**src/rtl/mult_cop_pkg.sv**
```systemverilog
// Shared types and defaults for the mult_cop sequential multiply coprocessor.
package mult_cop_pkg;

    typedef enum logic [1:0] {MC_IDLE, MC_RUN, MC_DONE} mc_state_t;

    localparam int MC_W_DEF = 16;

endpackage

```
**src/rtl/mult_cop_step.sv**
```systemverilog
// One radix-2 shift-add step: conditionally add the multiplicand to the upper half, then shift right.
module mult_cop_step
    import mult_cop_pkg::*;
#(
    parameter int W = MC_W_DEF
) (
    input  logic [2*W-1:0] i_p,
    input  logic [W-1:0]   i_a,
    output logic [2*W-1:0] o_p
);

    logic [W:0] w_addend;
    logic [W:0] w_sum;

    // The sum keeps W+1 bits so the carry shifts into the upper half instead of being lost.
    assign w_addend = i_p[0] ? {1'b0, i_a} : '0;
    assign w_sum    = {1'b0, i_p[2*W-1:W]} + w_addend;
    assign o_p      = {w_sum, i_p[W-1:1]};

endmodule

```
**src/rtl/mult_cop.sv**
```systemverilog
// Sequential unsigned multiply coprocessor answering the program counter's wait handshake.
// Optional macro MULT_COP_ZERO_EN: a zero operand completes on the accept edge without entering RUN.
module mult_cop
    import mult_cop_pkg::*;
#(
    parameter int W = MC_W_DEF
) (
    input  logic           ck,
    input  logic           rb,
    input  logic           mstr,
    input  logic [W-1:0]   mopa,
    input  logic [W-1:0]   mopb,
    output logic           crdy,
    output logic           mvld,
    output logic [2*W-1:0] mprd,
    output logic           merr
);

    localparam int CW = $clog2(W + 1);

    mc_state_t       r_state;
    logic [CW-1:0]   r_cnt;
    logic [W-1:0]    r_a;
    logic [2*W-1:0]  r_p;
    logic            r_crdy;
    logic            r_mvld;
    logic            r_merr;
    logic [2*W-1:0]  w_p_next;

    mult_cop_step #(.W(W)) u_step (
        .i_p (r_p),
        .i_a (r_a),
        .o_p (w_p_next)
    );

`ifdef MULT_COP_ZERO_EN
    logic w_zero_op;
    assign w_zero_op = (mopa == '0) || (mopb == '0);
`endif

    // NOTE: all state updates use non-blocking assignments so every register sees pre-edge values.
    always_ff @(posedge ck) begin
        if (rb) begin
            r_state <= MC_IDLE;
            r_cnt   <= '0;
            r_a     <= '0;
            r_p     <= '0;
            r_crdy  <= 1'b1;
            r_mvld  <= 1'b0;
            r_merr  <= 1'b0;
        end else begin
            case (r_state)
                MC_RUN: begin
                    r_p   <= w_p_next;
                    r_cnt <= r_cnt - CW'(1);
                    if (mstr) begin
                        r_merr <= 1'b1;
                    end
                    if (r_cnt == CW'(1)) begin
                        r_state <= MC_DONE;
                        r_crdy  <= 1'b1;
                        r_mvld  <= 1'b1;
                    end
                end
                default: begin
                    // IDLE and DONE both accept; DONE otherwise holds its result indefinitely.
                    if (mstr) begin
                        r_merr <= 1'b0;
                        r_a    <= mopa;
`ifdef MULT_COP_ZERO_EN
                        if (w_zero_op) begin
                            r_state <= MC_DONE;
                            r_p     <= '0;
                            r_cnt   <= '0;
                            r_crdy  <= 1'b1;
                            r_mvld  <= 1'b1;
                        end else begin
                            r_state <= MC_RUN;
                            r_p     <= {{W{1'b0}}, mopb};
                            r_cnt   <= CW'(W);
                            r_crdy  <= 1'b0;
                            r_mvld  <= 1'b0;
                        end
`else
                        r_state <= MC_RUN;
                        r_p     <= {{W{1'b0}}, mopb};
                        r_cnt   <= CW'(W);
                        r_crdy  <= 1'b0;
                        r_mvld  <= 1'b0;
`endif
                    end
                end
            endcase
        end
    end

    assign crdy = r_crdy;
    assign mvld = r_mvld;
    assign mprd = r_p;
    assign merr = r_merr;

endmodule

```
**config.mk**
```make
export PLATFORM = sky130hd
export DESIGN_NAME = mult_cop
export DESIGN_NICKNAME = d
export VERILOG_FILES = /design/src/rtl/mult_cop_pkg.sv /design/src/rtl/mult_cop_step.sv /design/src/rtl/mult_cop.sv
export SDC_FILE = /design/constraint.sdc
export NUM_CORES = 1
export LEC_CHECK = 0
export ABC_AREA = 1
export CORE_MARGIN = 2
export CORE_UTILIZATION = 35
export DETAILED_ROUTE_END_ITERATION = 10
export REMOVE_ABC_BUFFERS = 1
export SETUP_SLACK_MARGIN = 0.05
export SLEW_MARGIN = 30
export SYNTH_ARGS = -nofsm -noshare
export SYNTH_HDL_FRONTEND = slang
export SYNTH_SLANG_ARGS = --single-unit
```
**constraint.sdc**
```tcl
create_clock -name ck -period 2.42 [get_ports ck]
set_input_delay 0.484 -clock ck [delete_from_list [all_inputs] [get_ports ck]]
set_output_delay 0.484 -clock ck [all_outputs]
set_load 0.02 [all_outputs]
```
# == Yosys cells after proc, flatten, opt, wreduce, memory -nomap -nowiden ==
# Cells that the tools add are included.
# op_classes
add_sub_neg,2
n_eq_ne,3
muxes,13
bitwise_logic,1
reduce_logical,3
# ops
cell,n
2-to-1 mux 32 bit,2
adder 16 x 17 -> 17 bit,1
2-to-1 mux 16 bit,1
2-to-1 mux 5 bit,2
2-to-1 mux 2 bit,3
equality test 5 x 1 -> 1 bit (second input constant),1
2-to-1 mux 1 bit,5
subtractor 5 x 1 -> 5 bit (second input constant),1
AND reduction 2 bit,2
equality test 2 x 1 -> 1 bit (second input constant),1
!= test 2 bit (second input constant),1
nonzero test 2 bit,1
inverter 1 bit,1
# totals
ff_bits,58
elab_cells,29

# == Depth between registers and ports, before layout ==
# depth
word_depth,3
ltp_mapped,15
mapped_depth_nobuf,14

# == Modules after synthesis ==
# Synthesis repeated with hierarchy kept, for this count alone.
# unflattened
hier_cells,600
area_unflattened_um2,3814.9
# by_module_without_submodules
module,n_inst,cells_per_inst,area_each_um2
mult_cop,1,366,2595.0
mult_cop_step,1,234,1219.9

# == Worst setup path after synthesis ==
# Ideal clock, no wire load.
# synth_path
path_type,register -> register
from,register r_p[0] (netlist: mprd[0])
to,register r_p[28] (netlist: mprd[28])
setup_ps,132
arrival_time_ps,1961
path_slack_ps,327
stages_incl_launch_ff,14
synth_period_minus_slack_ps,2093
cell_sequence,dfxtp_1 clkbuf_1 clkbuf_1 nand2_1 inv_1 ha_1 nand2_1 inv_1 nand2_1 nand2_1 a21oi_1 nand3_1 nand3_1 a21oi_1
# synth_via
elab_chain_len,3
# synth_rtl
element,line,source
from (decl),mult_cop.sv:24,logic [2*W-1:0] r_p;
from (signal assigned),mult_cop.sv:54,r_p <= w_p_next;
from (signal assigned),mult_cop.sv:86,"r_p <= {{W{1'b0}}, mopb};"
2-to-1 mux 16 bit,mult_cop_step.sv:16,"assign w_addend = i_p[0] ? {1'b0, i_a} : '0;"
adder 16 x 17 -> 17 bit,mult_cop_step.sv:17,"assign w_sum = {1'b0, i_p[2*W-1:W]} + w_addend;"
2-to-1 mux 32 bit,mult_cop.sv:52,case (r_state)
# Every way passes these cells.
# A chain may end at the register's enable or synchronous reset.

# == Worst setup path in the final report ==
# layout_path
from,register r_p[0] (netlist: mprd[0])
to,output port mprd[0]
# layout_lines
element,line,source
to (decl),mult_cop.sv:15,"output logic [2*W-1:0] mprd,"
# No word-level cell between the ends.

==> results by group <==
Finish
  • Ant diodes: 0
  • Fill cell count: 954
  • Area grow syn2layout: 29.26%
  • Nets@finish: 646
  • Share of cells above drive strength 1: 5.528%

STA
  • Final hold viol count: 0
  • Final setup viols: 0
  • Fin crit share: 83.12%
  • Final hold slack: 0.4603 ns
  • RSZ-0062 raised after global routing: false
  • Worst setup margin: 0.4084 ns
  • Slew @ Worst Pin: 0.3750 ns
  • Setup TNS: 0 ns
  • Fin crit period: 2.012 ns
  • Max Slew Vio Count: 0
  • Fmax: 497.1 MHz
  • Max-slew headroom: 75.00%
  • Fin Clk Skew: 0.01179 ns

Logic synthesis
  • Register area share after synthesis: 34.12%
  • Synth Register Bits: 57
  • Unique masters post-synth: 33
  • Synth Instances: 521
  • Synth warn: 0
  • Mean Syn Cell Area: 6.419 µm²
  • Synth Cell Area: 0.003344 mm²

Global route
  • Vias in the first global route: 3196
  • GRT Total Usage: 17.83%
  • First-pass GRT wire length: 14540 µm
  • Remaining global-route overflow: 0
  • Initial antenna violation count: 0
  • Largest net degree at the start of global routing: 26

Die
  • Die W: 101.8 µm
  • IO Pins: 70
  • Starting density of the core: 36.19%
  • Core area: 0.009240 mm²
  • Core Rows: 35
  • Die Span Y: 101.8 µm
  • Die area: 0.01035 mm²

Routing
  • DRC violations left: 0
  • ANT nets after route: 0
  • Final wirelength: 8569 µm
  • First-pass detailed-route iteration total: 5
  • WL/cell: 11.80 µm
  • DR iter-0 viols: 147
  • Via density per instance: 4.510
  • Via count: 3274

Clocking
  • Clock latency on the worst-skew pair: 0.34 ns
  • Total CTS buffers: 9
  • H-tree depth: 3
  • Post-cts sizing count: 0
  • CTS sink cnt: 57
  • Clk slew on worst S/H paths: 0.07 ns
  • Clock buffer depth: 2
  • Clk root buf: clkbuf_8
  • CTS tree: done
  • Hold_buf cts: 0
  • Post-CTS setup buffer count: 0

Flow run
  • # Max-Cap Violations: 0

Placement
  • GPL Wtd Cong: 0.8004
  • Pre-CTS WS: 0.3536 ns
  • Hpwl dp: 6398 µm
  • I/O Buffers: 69

Hold path
  • HP Class: register to register

Pwr
  • VDD IR-drop max: 0.0002789 V
  • Pleak: 2.133 nW
  • Pwr Density: 511.5 mW/mm²

Worst setup path
  • Critical Path AT: 1.53 ns
  • Slowest-stage cell, CP: clkdlybuf4s50_1
  • Worst stage delay on the critical path: 0.64 ns
  • Req. time, crit path: 1.94 ns
  • Cell Chain, Critical Path: buf_4 -> clkdlybuf4s50_1
  • Crit path max fanout: 17
  • Critical path class: register to primary output
  • Crit path launch type: register
  • CP Capture Type: primary output

Status
  • Status: complete, no violations
-- layout make-up --
type                    instances  area, µm²  area share (%)
multi-input cells             358       1748           40.43
flip-flops and latches         57       1141           26.40
repair buffers                 77      750.7           17.37
inverters                      89      339.1           7.844
well taps                     129      161.4           3.734
clock buffers                  12      155.1           3.589
clock inverters                 4      27.53          0.6368
-- sequential cells by signal (all words and copies together) (netlist names) --
signal / count
crdy: 1
merr: 1
mprd: 32
r_a: 16
r_cnt: 5
r_state: 2
-- cells in the final DEF (no fill, tap or decap), types with 3 or more instances in the layout --
master,count
o211ai_1,7
ha_1,18
nor2_1,21
o21ai_0,4
clkbuf_8,11
nor3_1,4
a21oi_1,46
clkdlybuf4s50_1,69
inv_1,84
nand4_1,3
dfxtp_1,57
nand3_1,31
clkinvlp_4,3
nand2_1,206
buf_4,8
-- worst paths after layout --
| path | start | end | slack (ns) | depth (start not counted) |
|---|---|---|---|---|
| worst max-delay path | mprd[0] | mprd[0] | 0.41 | 2 |
| worst min-delay path | r_a[3] | r_a[3] | 0.46 | 2 |
| worst max register to register | mprd[0] | mprd[31] | 0.45 | 12 |
| worst min register to register | r_a[3] | r_a[3] | 0.46 | 2 |
-- cells in the mapped netlist --
cell	instances	area (µm²)
nor2_4	1	11.26
a221oi_2	1	15.01
nand4_1	3	18.77
or2_2	2	12.51
nand2_1	206	773.2
o211ai_1	7	52.55
inv_4	2	12.51
a31oi_1	1	6.260
a21oi_1	46	230.2
inv_1	84	315.3
nor2_8	2	40.04
buf_4	1	7.510
or2_0	1	6.260
dfxtp_1	57	1141
clkinv_1	1	3.750
nor3_1	4	20.02
o22ai_1	1	6.260
fa_1	1	20.02
inv_2	2	7.510
o21ai_0	4	20.02
ha_1	18	225.2
and2_1	1	6.260
nand3b_1	2	15.01
nand3_1	31	155.2
o221ai_1	1	8.760
nor2_1	21	78.83
o21ai_1	1	5.000
or2_1	1	6.260
o31ai_1	1	7.510
buf_2	3	15.01
clkbuf_1	7	26.28
a211oi_1	1	7.510
buf_6	6	67.56
-- kinds of logic (layout without fill, tap and decap cells) --
group | after synthesis | after routing | synth area share, %
AND/OR/NAND/NOR | 275 | 275 | 34.19
buffers and inverters | 106 | 182 | 13.62
flip-flops | 57 | 57 | 34.12
adder cells (fa/ha/maj) | 19 | 19 | 7.333
AO/OA/AOI/OAI | 64 | 64 | 10.74
-- critical path, delay by kind of cell (launching register included) --
family / cells / cell delay, ns
buffers and inverters: 2 / 0.85
DFF: 1 / 0.33
-- per-layer routing --
| metal | part of all wire, % | track usage (%) | vias to the layer above |
|---|---|---|---|
| li1 | - | - | 1756 |
| met1 | 46 | 21.42 | 1427 |
| met2 | 47 | 30.26 | 79 |
| met3 | 6.2 | 5.521 | 12 |
| met4 | 1.6 | 5.821 | 0 |
| met5 | 0 | 0 | - |
-- through the flow --
stage	power, mW	std cells	utilization [%]	area [µm²]
detailed placement	1.395	710	44.81	4140
CTS	2.243	726	46.78	4323
finish	2.211	726	46.78	4323
global route	2.319	726	46.78	4323
floorplan	1.216	504	-	3228
global placement	1.392	710	44.81	4140
-- where the power goes --
part	internal, mW	total [mW]	switching [mW]
logic	0.157	0.356	0.199
clock network	0.426	0.840	0.414
registers	0.986	1.01	0.0290
No activity file was read; power rests on OpenSTA's default activity.
